$ cat src/rtl/npu_job_sequencer.sv
// npu_job_sequencer
//   Buffers signed 3-element input vectors and, on a go request, hands them
//   one at a time to an external matrix/activation controller. Each job is
//   a one-cycle ctl_start pulse, then a wait for a rising edge of ctl_done.
//   The result is then held on out_y until the consumer accepts it. A job
//   that never completes trips a sticky err flag and flushes the buffer.
//
// Ports
//   clk, rst             clock, synchronous active-high reset
//   in_valid/in_ready    load handshake; in_x0..2 is the vector (DW, signed)
//   go                   one-cycle request to process everything buffered
//   ctl_start            one-cycle job start to the controller
//   ctl_x0..2            head vector shown to the controller (0 when idle)
//   ctl_done             controller completion level (rising edge = done)
//   ctl_y0..2            controller results (2*DW, signed)
//   out_valid/out_ready  result handshake; out_y0..2 holds the last result
//   busy                 high whenever a batch is in progress
//   err                  sticky controller-timeout flag
module npu_job_sequencer #(
    parameter int DW      = 16,
    parameter int DEPTH   = 4,
    parameter int TIMEOUT = 64
) (
    input  logic                 clk,
    input  logic                 rst,
    input  logic                 in_valid,
    output logic                 in_ready,
    input  logic signed [DW-1:0] in_x0,
    input  logic signed [DW-1:0] in_x1,
    input  logic signed [DW-1:0] in_x2,
    input  logic                 go,
    output logic                 ctl_start,
    output logic signed [DW-1:0] ctl_x0,
    output logic signed [DW-1:0] ctl_x1,
    output logic signed [DW-1:0] ctl_x2,
    input  logic                 ctl_done,
    input  logic signed [2*DW-1:0] ctl_y0,
    input  logic signed [2*DW-1:0] ctl_y1,
    input  logic signed [2*DW-1:0] ctl_y2,
    output logic                 out_valid,
    input  logic                 out_ready,
    output logic signed [2*DW-1:0] out_y0,
    output logic signed [2*DW-1:0] out_y1,
    output logic signed [2*DW-1:0] out_y2,
    output logic                 busy,
    output logic                 err
);

    localparam int AW = (DEPTH > 1) ? $clog2(DEPTH) : 1;
    localparam int CW = $clog2(DEPTH + 1);
    localparam int TW = $clog2(TIMEOUT + 1);

    typedef struct packed {
        logic signed [DW-1:0] x2;
        logic signed [DW-1:0] x1;
        logic signed [DW-1:0] x0;
    } vec_t;

    typedef enum logic [1:0] {
        IDLE  = 2'd0,
        ISSUE = 2'd1,
        WAIT  = 2'd2,
        HOLD  = 2'd3
    } state_t;

    state_t         state, state_nx;
    vec_t           mem [DEPTH];
    vec_t           head;
    logic [AW-1:0]  wptr, rptr;
    logic [CW-1:0]  count;
    logic [TW-1:0]  tcnt;
    logic           done_q;

    logic space, load, pop, done_rise, tmo, flush, capture;

    assign head      = mem[rptr];
    assign space     = (count < CW'(DEPTH));
    assign load      = (state == IDLE) && in_valid && space;
    assign pop       = (state == HOLD) && out_ready;
    // Only a 0->1 transition counts, so a level left high from before the
    // job started cannot complete it.
    assign done_rise = ctl_done && !done_q;
    assign tmo       = (tcnt == TW'(TIMEOUT - 1));
    assign capture   = (state == WAIT) && done_rise;
    // Completion wins over a timeout landing on the same cycle.
    assign flush     = (state == WAIT) && !done_rise && tmo;

    always_ff @(posedge clk) begin
        if (rst) state <= IDLE;
        else     state <= state_nx;
    end

    always_comb begin
        state_nx  = state;
        in_ready  = 1'b0;
        ctl_start = 1'b0;
        ctl_x0    = '0;
        ctl_x1    = '0;
        ctl_x2    = '0;
        busy      = (state != IDLE);
        case (state)
            IDLE: begin
                in_ready = space;
                // A vector loaded on the go cycle makes the batch non-empty.
                if (go && ((count != '0) || load)) state_nx = ISSUE;
            end
            ISSUE: begin
                ctl_start = 1'b1;
                ctl_x0    = head.x0;
                ctl_x1    = head.x1;
                ctl_x2    = head.x2;
                state_nx  = WAIT;
            end
            WAIT: begin
                ctl_x0 = head.x0;
                ctl_x1 = head.x1;
                ctl_x2 = head.x2;
                if (done_rise) state_nx = HOLD;
                else if (tmo)  state_nx = IDLE;
            end
            HOLD: begin
                // Go straight to the next job so batches run back to back.
                if (out_ready) state_nx = (count > CW'(1)) ? ISSUE : IDLE;
            end
            default: state_nx = IDLE;
        endcase
    end

    always_ff @(posedge clk) begin
        if (load) mem[wptr] <= '{x2: in_x2, x1: in_x1, x0: in_x0};
    end

    always_ff @(posedge clk) begin
        if (rst) begin
            wptr      <= '0;
            rptr      <= '0;
            count     <= '0;
            tcnt      <= '0;
            done_q    <= 1'b0;
            out_valid <= 1'b0;
            out_y0    <= '0;
            out_y1    <= '0;
            out_y2    <= '0;
            err       <= 1'b0;
        end else begin
            done_q <= ctl_done;

            if (flush) begin
                wptr  <= '0;
                rptr  <= '0;
                count <= '0;
                err   <= 1'b1;
            end else if (load) begin
                wptr  <= wptr + AW'(1);
                count <= count + CW'(1);
            end else if (pop) begin
                rptr  <= rptr + AW'(1);
                count <= count - CW'(1);
            end

            if (state == ISSUE)     tcnt <= '0;
            else if (state == WAIT) tcnt <= tcnt + TW'(1);

            if (capture) begin
                out_y0    <= ctl_y0;
                out_y1    <= ctl_y1;
                out_y2    <= ctl_y2;
                out_valid <= 1'b1;
            end else if (pop) begin
                out_valid <= 1'b0;
            end
        end
    end

endmodule

$ cat config.mk
export PLATFORM = sky130hd
export DESIGN_NAME = npu_job_sequencer
export DESIGN_NICKNAME = d
export VERILOG_FILES = /design/src/rtl/npu_job_sequencer.sv
export SDC_FILE = /design/constraint.sdc
export NUM_CORES = 1
export LEC_CHECK = 0
export ABC_AREA = 1
export CAP_MARGIN = 20
export CORE_MARGIN = 4
export CORE_UTILIZATION = 53
export DETAILED_ROUTE_END_ITERATION = 8
export PLACE_DENSITY = 0.85
export SLEW_MARGIN = 20
export SYNTH_ARGS = -nofsm -noshare
export SYNTH_HDL_FRONTEND = slang
export SYNTH_SLANG_ARGS = --single-unit
$ cat constraint.sdc
create_clock -name clk -period 8.75 [get_ports clk]
set_input_delay 1.75 -clock clk [delete_from_list [all_inputs] [get_ports clk]]
set_output_delay 1.75 -clock clk [all_outputs]
set_load 0.05 [all_outputs]
Word-level counts from Yosys, hierarchy flattened --
Memories as Yosys holds them, arrays and structs flattened. A register that Yosys moved wholly into a read port is not among the register bits. Cells that the tools add are included.
Storage, ports and cells: bits in registers 115, memory bits (writable) 192, output and inout bits 149, word-level logic and storage cells 67, memories 1
Cells by class: add/sub/neg operators 5, magnitude comparators 2, eq/ne operators 7, muxes and demuxes 19, bitwise operators 1, reductions and logical operators 21
Memories:
- mem | depth 4, bits a word 48, rd ports 1, clocked after Yosys merged registers in 1, write ports 1, RTL line 67 | vec_t mem [DEPTH];
Operator list (number):
- two-way mux 16 bit | 3
- two-way mux 2 bit | 6
- logical AND 1 bit | 8
- case mux 2 bit (4 select lines) | 1
- adder 7 x 1 -> 7 bit (second input constant) | 1
- equality test 7 x 6 -> 1 bit (second input constant) | 1
- two-way mux 1 bit | 7
- two-way mux 3 bit | 2
- nonzero test 2 bit | 3
- OR reduction 2 bit | 3
- adder 2 x 1 -> 2 bit (second input constant) | 2
- equality test 2 bit (second input constant) | 2
- adder 3 x 1 -> 3 bit (second input constant) | 1
- > comparator 3 x 1 -> 1 bit (second input constant) | 1
- less-than comparator 3 bit (second input constant) | 1
- inequality test 3 bit (second input constant) | 1
- AND reduction 3 bit | 1
- nonzero test 3 bit | 1
- subtractor 3 x 1 -> 3 bit (second input constant) | 1
- equality test 2 x 1 -> 1 bit (second input constant) | 1
- zero test 1 bit | 2
- zero test 2 bit | 1
- inequality test 2 x 1 -> 1 bit (second input constant) | 1
- inequality test 2 bit (second input constant) | 1
- other kinds (3) | 3

Depth between registers and ports, before layout --
Gate-level depths: netlist of run 1.
depth in word-level cells 7, mapped depth 10

Worst setup path before layout of run 1 --
Ideal clock, no wire load.
path type input -> register, start in in_valid, end mem mem[0][0] in the netlist's numbering (enable), data arrival time 3.874 ns, required time 8.296 ns, slack 4.422 ns, cell stages on the path 2, buffers on the path 0, cell sequence nand2_4 nor2_1
On the way: word-level cells in the longest chain between the ends 4
RTL lines:
- start: declaration | RTL line 26 | input logic in_valid,
- logical AND 1 bit (2 in series) | RTL line 78 | assign load = (state == IDLE) && in_valid && space;
- two-way mux 1 bit | RTL line 130 | if (load) mem[wptr] <= '{x2: in_x2, x1: in_x1, x0: in_x0};
- two-way mux 1 bit (implied by the code) | RTL line 130
- end: declaration | RTL line 67
No other way between the ends.

==> results of run 1 <==
[worst reg2reg max path: cells and delay by family (launching register included)]
| family | cells | cell delay (ns) |
|---|---|---|
| AO/OA/AOI/OAI | 2 | 0.39 |
| adder cells (fa/ha/maj) | 1 | 0.33 |
| buffers and inverters | 2 | 1.04 |
| flip-flops | 1 | 0.42 |
| AND/OR/NAND/NOR | 1 | 0.56 |
[cell usage after synthesis (all sizes together)]
cell    count
a21oi     156
a31oi       1
buf        36
clkbuf     31
dfxtp     117
edfxtp    192
ha         14
inv       128
nand2      30
nand3       8
nor2      215
nor3        6
o21ai     197
xnor2       1
xor2        4
[through the flow]
| step | util, % | hold slack (ns) | setup slack (ns) | instance area [µm²] | power [µW] |
|---|---|---|---|---|---|
| global route | 72.68 | 0.4580 | 3.331 | 16060 | 4978 |
| global placement | 68.10 | 0.4309 | 4.239 | 15050 | 3491 |
| finish | 72.68 | 0.4410 | 3.632 | 16060 | 4767 |
| CTS | 72.68 | 0.4452 | 3.587 | 16060 | 4810 |
| floorplan | - | 0.4702 | 4.422 | 12040 | 2949 |
| detailed placement | 68.10 | 0.4368 | 4.203 | 15050 | 3523 |
[area by class of cell]
cell class	instances	area (µm²)
timing repair buffer	307	3050
inverter	128	480.5
clock inverter	8	75.07
fill	1476	6036
clock buffer	50	937.1
tap	280	350.3
sequential	309	8113
multi-input combinational	632	3052
[cell families (layout without fill, tap and decap cells)]
logic type	after synthesis	count (layout)	share of synthesized area [%]
adders and majority gates	14	14	1.455
AOI/OAI and AO/OA	354	354	14.72
buffers and inverters	195	493	7.575
DFF	309	309	67.33
xor gates and xnor gates	5	5	0.3637
and+or+nand+nor	259	259	8.551
[worst min path at each step]
| stage | from | to | slack (ns) | depth (start not counted) |
|---|---|---|---|---|
| after floorplan | tcnt[1] | tcnt[1] | 0.47 | 2 |
| after global placement | out_y0[14] | out_y0[14] | 0.43 | 2 |
| after detailed placement | out_y0[10] | out_y0[10] | 0.44 | 2 |
| after CTS | out_y1[21] | out_y1[21] | 0.45 | 2 |
| after global routing | out_y1[5] | out_y1[5] | 0.46 | 2 |
| final | out_y0[20] | out_y0[20] | 0.44 | 2 |
[state kept, by name (all words and copies together), names as in the netlist, 3 cells and up, named ones only]
register	cells
out_y2	32
tcnt	7
mem	192
out_y0	32
out_y1	32
count	3
[layer usage]
layer	GRT usage (%)	wire length (µm)	vias up
met5	0	0	-
met2	41.80	15080	340
met3	7.232	2582	63
li1	-	-	4385
met1	25.43	10830	4083
met4	7.101	960	0
[report_power, final]
group / switching, µW / leakage (µW) / internal, µW
logic: 1140 / 0.00240 / 502
clock network: 515 / 0.000498 / 760
registers: 83.2 / 0.00270 / 1770
total: 1740 / 0.00560 / 3030
==> metrics.log, run 1 <==
[metrics] number of global-route vias before repair: slightly below 9000
[metrics] largest area contributor in the netlist: edfxtp_1
[metrics] sum of negative setup slack: 0 ns
[metrics] count of hold-fix buffers inserted at cts: 0
[metrics] total track usage: a little under a quarter
[metrics] synthesis warning total: 0
[metrics] peak per-stage delay on the critical path: approximately 0.84 ns
[metrics] Placed Instances: about 1700
[metrics] DRT antenna net count: 0
[metrics] Post-Route WL: approximately 29000 µm
[metrics] remaining global-route overflow: 0
[metrics] period utilization: 58.49%
[metrics] Layout Area Growth over Synthesis: 33.35%
[metrics] startpoint class of the critical path: register
[metrics] WL per Instance: between 15 and 20 µm
[metrics] clock slew seen by the registers of the worst setup and hold paths: around 0.06 ns
[metrics] Final Slew Violations: 0
[metrics] max cap viols: 0
[metrics] endpoint of the worst-slack reg-to-reg timing path: out_y1[4]
[metrics] share of synthesized area occupied by flip-flops and latches: 67.33%
[metrics] Pre-antenna DRT Iters: 5
[metrics] H-tree depth: 1
[metrics] global-route wire length before repair: between 40000 and 50000 µm
[metrics] die area: 25200 µm²
[metrics] final setup violation count: 0
[metrics] Worst Path Class, Setup: reg2out
[metrics] Arr. time, crit path: about 3.4 ns
[metrics] overall die width: roughly 160 µm
[metrics] fraction of layout cells with a size suffix above 1: under 10%
[metrics] launching point of the worst reg2reg path: state[0]
[metrics] site row count: 54
[metrics] RSZ-0062 raised after global routing: false
[metrics] Distinct cells, synth: 24
[metrics] I/O pins: 299
[metrics] critical path capture point type: output port
[metrics] number of antenna violations at the first check in global routing: 0
[metrics] Longest Clk Path Bufs: 3
[metrics] flop-to-flop setup slack: between 5 and 6 ns
[metrics] power per cell area: just under 300 nW/µm²
[metrics] register bit total from synthesis: 309
[metrics] number of buffers created by CTS: 31
[metrics] run status: complete, no violations
[metrics] Initial Util: between 50% and 60%
[metrics] CTS tree: done
[metrics] CP max FO: 97
[metrics] relative slew slack: between 20% and 30%
[metrics] combined area of all synthesized cells: 12040 µm²
[metrics] mean instance size in the synthesized netlist: around 11 µm²
[metrics] drt via density: approximately 5.2
[metrics] cell types with the largest area share after synthesis: edfxtp_1 48%, dfxtp_1 19%, nor2_1 6.6%
[metrics] DRC violation total after the first TritonRoute iteration: 500
[metrics] Detailed Place HPWL: 18900 µm
[metrics] number of buffers inserted to repair setup after CTS: 0
[metrics] final critical path time including I/O delays and setup: roughly 5.1 ns
[metrics] Max Clock Skew: 0.006045 ns
[metrics] capturing instance or port of the critical path: ctl_x2[10]
[metrics] path type of the worst min-delay path: reg2reg
[metrics] total via count in the routed design: 8871
[metrics] number of instances in the synthesized netlist: 1136
[metrics] required time of the worst setup path: 7.00 ns
[metrics] CORE AREA: approximately 22000 µm²
[metrics] number of port buffers: 298
[metrics] number of gates on the worst path with buffers counted: 5
[metrics] latest clock arrival within the worst-skew pair: 0.54 ns
[metrics] number of gates given a new drive strength after cts: 0
[metrics] Hold Fails Final Rpt: 0
[metrics] Max VDD drop: about 0.23 mV
[metrics] transition time at the pin with the least slew margin: roughly 1.1 ns
[metrics] count of antenna diodes in the layout: 0
[metrics] cell-by-cell listing of the critical path: inv_2, buf_4, o21ai_0, a21oi_1, clkdlybuf4s50_1
[metrics] Clock Sink Count: 309
[metrics] area share of the largest cell type after synthesis: approximately 48%
[metrics] Final Net Count: between 1500 and 2000
[metrics] kind of cell with the highest combined delay on the critical path: buffers and inverters
[metrics] buffer and inverter count on the worst path: 3
[metrics] static leakage power: about 0.0056 µW
[metrics] cell with the largest stage delay on the worst path: clkdlybuf4s50_1
[metrics] most common cell after layout, fill and taps aside: clkdlybuf4s50_1
[metrics] number of cell instances on the worst register-to-register path: 6
[metrics] post-route insts no fill: between 1500 and 2000
[metrics] Fmax: a little under 200 MHz
[metrics] Die Ht: approximately 160 µm
[metrics] clock tree root driver cell: clkbuf_16
[metrics] maximum number of pins on one net before global-route repair: 122
[metrics] most frequent cells in the layout: 298 x clkdlybuf4s50_1, 209 x nor2_1, 192 x edfxtp_1
[metrics] Residual DRC: 0
[metrics] synthesized net count: 1300
[metrics] global placer's final weighted congestion: between 0.8 and 0.9
Note: power is estimated with default switching activity, not from simulation.
==> run 2, diff against run 1 <==
--- a/config.mk
+++ b/config.mk
@@ -8,9 +8,9 @@
 export ABC_AREA = 1
 export CAP_MARGIN = 20
 export CORE_MARGIN = 4
-export CORE_UTILIZATION = 53
+export CORE_UTILIZATION = 45
 export DETAILED_ROUTE_END_ITERATION = 8
-export PLACE_DENSITY = 0.85
+export PLACE_DENSITY = 0.77
 export SLEW_MARGIN = 20
 export SYNTH_ARGS = -nofsm -noshare
 export SYNTH_HDL_FRONTEND = slang
==> constraint.sdc (replaced) <==
create_clock -name clk -period 4.5 [get_ports clk]
set_input_delay 0.9 -clock clk [delete_from_list [all_inputs] [get_ports clk]]
set_output_delay 0.9 -clock clk [all_outputs]
set_load 0.05 [all_outputs]
==> run 2 against run 1 <==
Power up 95%. Wire length grew 3.1%. Combinational power is 98% higher. Global-route usage is 2.8 points lower. Critical endpoint is now ctl_x1[6]. Largest power group unchanged. Highest routed layer unchanged.
==> metrics.log, run 2 (same netlist as run 1, synthesis figures left out) <==
[metrics] Placed Instances: 1713 (was 1656)
[metrics] drt via density: 5.012 (was 5.176)
[metrics] kind of cell with the highest combined delay on the critical path: buffers and inverters (unchanged)
[metrics] I/O pins: 299 (unchanged)
[metrics] CTS tree: done (unchanged)
[metrics] total via count in the routed design: 8866 (was 8871)
[metrics] flip-flop and latch area: 8113 µm² (unchanged)
[metrics] power per cell area: 573.5 nW/µm² (was 296.9 nW/µm²)
[metrics] CP max FO: 59 (was 97)
[metrics] final critical path time including I/O delays and setup: roughly 4 ns
[metrics] Max VDD drop: 0.4060 mV (was 0.2334 mV)
[metrics] cell-by-cell listing of the critical path: buf_4, nor2_1, nor2_1, o21ai_0, a21oi_1, clkdlybuf4s50_1 (was inv_2, buf_4, o21ai_0, a21oi_1, clkdlybuf4s50_1)
[metrics] most frequent cell on the critical path: nor2_1
[metrics] most frequent cells in the layout: 298 x clkdlybuf4s50_1, 209 x nor2_1, 192 x edfxtp_1 (unchanged)
[metrics] launching point of the worst reg2reg path: state[0] (unchanged)
[metrics] Max Clock Skew: 0.01174 ns (was 0.006045 ns)
[metrics] required time of the worst setup path: 3.60 ns (was 7.00 ns)
[metrics] site row count: 59 (was 54)
[metrics] clock tree root driver cell: clkbuf_16 (unchanged)
[metrics] path type of the worst min-delay path: reg2reg (unchanged)
[metrics] RSZ-0062 raised after global routing: false (unchanged)
[metrics] Fmax: about 240 MHz
[metrics] number of buffers inserted to repair setup after CTS: 0 (unchanged)
[metrics] latest clock arrival within the worst-skew pair: 0.55 ns (was 0.54 ns)
[metrics] number of antenna violations at the first check in global routing: 0 (unchanged)
[metrics] DRT antenna net count: 0 (unchanged)
[metrics] global placer's final weighted congestion: 0.8250 (was 0.8878)
[metrics] cell with the largest stage delay on the worst path: clkdlybuf4s50_1 (unchanged)
[metrics] WL per Instance: 17.17 µm (was 17.18 µm)
[metrics] Pre-antenna DRT Iters: 5 (unchanged)
[metrics] DRC violation total after the first TritonRoute iteration: 650 (was 500)
[metrics] post-route insts no fill: 1769 (was 1714)
[metrics] Detailed Place HPWL: 20270 µm (was 18900 µm)
[metrics] Hold Fails Final Rpt: 0 (unchanged)
[metrics] transition time at the pin with the least slew margin: 0.9984 ns (was 1.065 ns)
[metrics] static leakage power: 0.005601 µW (was 0.005596 µW)
[metrics] Post-Route WL: 30370 µm (was 29460 µm)
[metrics] count of hold-fix buffers inserted at cts: 0 (unchanged)
[metrics] Residual DRC: 0 (unchanged)
[metrics] overall die width: 171.6 µm (was 158.7 µm)
[metrics] sum of negative setup slack: 0 ns (unchanged)
[metrics] number of flip-flops under the largest register name: 192 (unchanged)
[metrics] Worst Path Class, Setup: reg2out (unchanged)
[metrics] startpoint class of the critical path: register (unchanged)
[metrics] number of gates on the worst path with buffers counted: 6 (was 5)
[metrics] area occupied by multi-input gates: 3052 µm² (unchanged)
[metrics] H-tree depth: 1 (unchanged)
[metrics] maximum number of pins on one net before global-route repair: 99 (was 122)
[metrics] relative slew slack: 33.44% (was 28.99%)
[metrics] number of global-route vias before repair: 8867 (was 8936)
[metrics] number of buffers created by CTS: 31 (unchanged)
[metrics] fraction of layout cells with a size suffix above 1: 5.024% (was 4.951%)
[metrics] fill cell count: 2045 (was 1476)
[metrics] number of gates given a new drive strength after cts: 0 (unchanged)
[metrics] max cap viols: 0 (unchanged)
[metrics] flop-to-flop setup slack: 1.94 ns (was 5.95 ns)
[metrics] number of port buffers: 298 (unchanged)
[metrics] buffer and inverter count on the worst path: 2 (was 3)
[metrics] Longest Clk Path Bufs: 3 (unchanged)
[metrics] period utilization: about nine tenths
[metrics] critical path capture point type: output port (unchanged)
[metrics] Final Net Count: 1575 (was 1573)
[metrics] register bank with the most flops: mem (unchanged)
[metrics] total track usage: 20.06% (was 22.84%)
[metrics] Layout Area Growth over Synthesis: 34.32% (was 33.35%)
[metrics] endpoint of the worst-slack reg-to-reg timing path: out_y1[4] (unchanged)
[metrics] run status: complete, no violations (unchanged)
[metrics] CORE AREA: 26210 µm² (was 22090 µm²)
[metrics] Final Slew Violations: 0 (unchanged)
[metrics] peak per-stage delay on the critical path: 0.84 ns (about the same)
[metrics] number of cell instances on the worst register-to-register path: 6 (unchanged)
[metrics] final setup violation count: 0 (unchanged)
[metrics] global-route wire length before repair: 46810 µm (was 46820 µm)
[metrics] Clock Sink Count: 309 (unchanged)
[metrics] capturing instance or port of the critical path: ctl_x1[6] (was ctl_x2[10])
[metrics] clock slew seen by the registers of the worst setup and hold paths: 0.06 ns (about the same)
[metrics] Arr. time, crit path: 3.18 ns (was 3.37 ns)
[metrics] Initial Util: 45.95% (was 54.50%)
[metrics] most common cell after layout, fill and taps aside: clkdlybuf4s50_1 (unchanged)
[metrics] remaining global-route overflow: 0 (unchanged)
[metrics] Die Ht: 171.6 µm (was 158.7 µm)
[metrics] die area: 29440 µm² (was 25200 µm²)
run 2: worst min path at each step:
stage / start / endpoint / slack (ns) / depth (start not counted)
floorplan: tcnt[1] / tcnt[1] / 0.47 / 2
global route: out_y1[2] / out_y1[2] / 0.46 / 2
detailed placement: out_y2[5] / out_y2[5] / 0.44 / 2
finish: out_y2[5] / out_y2[5] / 0.44 / 2
CTS: out_y2[5] / out_y2[5] / 0.44 / 2
global placement: out_y2[8] / out_y2[8] / 0.43 / 2
run 2: worst register-to-register path, stage by stage (launching register included):
cell     delay (ns)
dfxtp_1        0.34
inv_1          0.14
ha_1           0.36
nand3_4        0.74
buf_12         0.57
o21ai_0        0.25
a21oi_1        0.05
run 2: through the flow:
| step | hold WS, ns | total power, µW | setup WS, ns | instance area, µm² | utilization (%) |
|---|---|---|---|---|---|
| global route | 0.4578 | 9699 | 0.1426 | 16170 | 61.71 |
| floorplan | 0.4702 | 5735 | 0.5901 | 12040 | - |
| detailed placement | 0.4355 | 6896 | 0.9862 | 15200 | 58.02 |
| CTS | 0.4445 | 9360 | 0.3962 | 16170 | 61.71 |
| global placement | 0.4309 | 6847 | 1.038 | 15200 | 58.02 |
| finish | 0.4422 | 9275 | 0.4158 | 16170 | 61.72 |
run 2: power by group:
group          internal, µW  switching [µW]  total [µW]
combinational          1000            2230        3240
sequential             3440             159        3590
clock                  1420            1020        2450
run 2: layout make-up:
cell class	count	area share, %
clock inverter	20	1.091
timing repair buffer	309	19.42
multi-input combinational	632	18.87
sequential	309	50.16
antenna	1	0.01547
tap	335	2.591
inverter	128	2.971
clock buffer	35	4.889
run 2: routing by layer:
| metal | wire [µm] | GRT usage [%] | vias up |
|---|---|---|---|
| met5 | 0 | 0 | - |
| met4 | 754 | 5.718 | 0 |
| met3 | 2831 | 6.895 | 48 |
| met2 | 15330 | 35.60 | 299 |
| met1 | 11460 | 23.07 | 4130 |
| li1 | - | - | 4389 |
==> run 3, diff against run 2 <==
--- a/config.mk
+++ b/config.mk
@@ -7,10 +7,12 @@
 export LEC_CHECK = 0
 export ABC_AREA = 1
 export CAP_MARGIN = 20
+export CORE_ASPECT_RATIO = 0.6
 export CORE_MARGIN = 4
-export CORE_UTILIZATION = 45
+export CORE_UTILIZATION = 57
 export DETAILED_ROUTE_END_ITERATION = 8
-export PLACE_DENSITY = 0.77
+export DONT_BUFFER_PORTS = 1
+export PLACE_DENSITY = 0.75
 export SLEW_MARGIN = 20
 export SYNTH_ARGS = -nofsm -noshare
 export SYNTH_HDL_FRONTEND = slang
==> run 3 against run 2 <==
Sequential share of layout area is 11 points higher. Hold slack worse by 0.0039 ns. Final cell count is 18% lower. Power decreased by 7.8%. Clock-buffer cell count increased by 2. Sequential power grew 14%. Fmax rose by 16%. Wire length down 12%. Global-route usage is 1.4 points higher. Worst setup slack gained 0.56 ns. First-iteration DRC count shrank 11%.
==> metrics.log, run 3 (same netlist as run 1, synthesis figures left out) <==
[metrics] run status: complete, no violations (unchanged)
[metrics] Max VDD drop: 0.4433 mV (was 0.4060 mV)
[metrics] Arr. time, crit path: 2.63 ns (was 3.18 ns)
[metrics] fraction of layout cells with a size suffix above 1: 9.822% (was 5.024%)
[metrics] transition time at the pin with the least slew margin: 0.9530 ns (was 0.9984 ns)
[metrics] Longest Clk Path Bufs: 3 (unchanged)
[metrics] cell-by-cell listing of the critical path: inv_1, ha_1, clkinv_1, buf_4, a21oi_1, buf_4 (was buf_4, nor2_1, nor2_1, o21ai_0, a21oi_1, clkdlybuf4s50_1)
[metrics] number of gates given a new drive strength after cts: 0 (unchanged)
[metrics] buffer and inverter count on the worst path: 4 (was 2)
[metrics] remaining global-route overflow: 0 (unchanged)
[metrics] I/O pins: 299 (unchanged)
[metrics] site row count: 40 (was 59)
[metrics] maximum number of pins on one net before global-route repair: 79 (was 99)
[metrics] worst slack after detailed placement: 1.547 ns (was 0.9862 ns)
[metrics] period utilization: 78.41% (was 90.76%)
[metrics] Initial Util: 59.12% (was 45.95%)
[metrics] final setup violation count: 0 (unchanged)
[metrics] DRT antenna net count: 0 (unchanged)
[metrics] number of flip-flops under the largest register name: 192 (unchanged)
[metrics] Max Clock Skew: 0.01196 ns (was 0.01174 ns)
[metrics] number of buffers inserted to repair setup after CTS: 0 (unchanged)
[metrics] CP max FO: 33 (was 59)
[metrics] RSZ-0062 raised after global routing: false (unchanged)
[metrics] Pre-antenna DRT Iters: 5 (unchanged)
[metrics] global placer's final weighted congestion: 0.8030 (was 0.8250)
[metrics] Residual DRC: 0 (unchanged)
[metrics] number of global-route vias before repair: 7468 (was 8867)
[metrics] cell with the largest stage delay on the worst path: buf_4 (was clkdlybuf4s50_1)
[metrics] Die Ht: 120.6 µm (was 171.6 µm)
[metrics] sum of negative setup slack: 0 ns (unchanged)
[metrics] global-route wire length before repair: 40770 µm (was 46810 µm)
[metrics] Detailed Place HPWL: 17390 µm (was 20270 µm)
[metrics] required time of the worst setup path: 3.60 ns (about the same)
[metrics] CORE AREA: 20370 µm² (was 26210 µm²)
[metrics] drt via density: 5.422 (was 5.012)
[metrics] kind of cell with the highest combined delay on the critical path: buffers and inverters (unchanged)
[metrics] clock slew seen by the registers of the worst setup and hold paths: 0.06 ns (about the same)
[metrics] Clock Sink Count: 309 (unchanged)
[metrics] most frequent cells in the layout: 209 x nor2_1, 192 x edfxtp_1, 156 x a21oi_1 (was 298 x clkdlybuf4s50_1, 209 x nor2_1, 192 x edfxtp_1)
[metrics] number of antenna violations at the first check in global routing: 2 (was 0)
[metrics] H-tree depth: 1 (unchanged)
[metrics] relative slew slack: 36.37% (was 33.44%)
[metrics] fill cell count: 1563 (was 2045)
[metrics] Worst Slack Setup Final: 0.9714 ns (was 0.4158 ns)
[metrics] post-route insts no fill: 1454 (was 1769)
[metrics] number of port buffers: 0 (was 298)
[metrics] most common cell after layout, fill and taps aside: nor2_1 (was clkdlybuf4s50_1)
[metrics] Layout Area Growth over Synthesis: 10.88% (was 34.32%)
[metrics] total via count in the routed design: 7883 (was 8866)
[metrics] most frequent cell on the critical path: buf_4 (was nor2_1)
[metrics] peak per-stage delay on the critical path: 0.43 ns (was 0.84 ns)
[metrics] number of buffers created by CTS: 28 (was 31)
[metrics] Hold Fails Final Rpt: 0 (unchanged)
[metrics] total design power: 8555 µW (was 9275 µW)
[metrics] critical path capture point type: output port (unchanged)
[metrics] Post-Route WL: 26630 µm (was 30370 µm)
[metrics] total track usage: 21.42% (was 20.06%)
[metrics] startpoint class of the critical path: register (unchanged)
[metrics] count of antenna diodes in the layout: 0 (was 1)
[metrics] CTS tree: done (unchanged)
[metrics] Placed Instances: 1403 (was 1713)
[metrics] max cap viols: 0 (unchanged)
[metrics] power per cell area: 640.8 nW/µm² (was 573.5 nW/µm²)
[metrics] count of hold-fix buffers inserted at cts: 0 (unchanged)
[metrics] Worst Path Class, Setup: reg2out (unchanged)
[metrics] latest clock arrival within the worst-skew pair: 0.53 ns (was 0.55 ns)
[metrics] die area: 23590 µm² (was 29440 µm²)
[metrics] Final Net Count: 1324 (was 1575)
[metrics] overall die width: 195.6 µm (was 171.6 µm)
[metrics] WL per Instance: 18.31 µm (was 17.17 µm)
[metrics] register bank with the most flops: mem (unchanged)
[metrics] clock tree root driver cell: clkbuf_16 (unchanged)
[metrics] DRC violation total after the first TritonRoute iteration: 580 (was 650)
[metrics] Final Slew Violations: 0 (unchanged)
[metrics] Fmax: 283.4 MHz (was 244.8 MHz)
[metrics] static leakage power: 0.004709 µW (was 0.005601 µW)
[metrics] path type of the worst min-delay path: in2reg (was reg2reg)
[metrics] final critical path time including I/O delays and setup: 3.529 ns (was 4.084 ns)
run 3: worst paths after layout:
path	from	to	slack, ns	depth (start not counted)
setup / recovery	state[1]	ctl_x2[3]	0.97	6
hold reg to reg	tcnt[1]	tcnt[1]	0.51	2
setup reg to reg	state[1]	mem[0][35]	1.66	7
hold / removal	rst	done_q	0.44	1
run 3: final cells by class:
class / instances / area (µm²) / area share (%)
flip-flops and latches: 309 / 8113 / 60.76
clock buffers: 37 / 755.7 / 5.660
inverters: 128 / 480.5 / 3.599
repair buffers: 61 / 483.0 / 3.617
well taps: 273 / 341.6 / 2.558
multi-input cells: 632 / 3052 / 22.86
clock inverters: 14 / 126.4 / 0.9465
run 3: power breakdown:
group          internal (µW)  switching, µW  total (µW)  leakage (µW)
sequential              3440            659        4100       0.00270
clock                   1300            986        2280      0.000430
combinational            566           1610        2170       0.00158
total                   5300           3250        8560       0.00471
run 3: layer usage:
layer | global-route usage (%) | vias to the layer above | share of wire, %
li1 | - | 3876 | -
met1 | 29.13 | 3664 | 42
met2 | 34.30 | 291 | 48
met3 | 6.210 | 48 | 8.5
met4 | 5.493 | 4 | 2.1
met5 | 0 | - | 0.079
run 3: per-stage QoR:
stage	hold slack [ns]	cell area, µm²	utilization (%)
3_5_place_dp	0.4981	12470	61.22
6_report	0.4383	13350	65.55
4_1_cts	0.4105	13350	65.55
5_1_grt	0.4182	13350	65.55
3_3_place_gp	0.4933	12470	61.22
2_1_floorplan	0.4702	12040	-
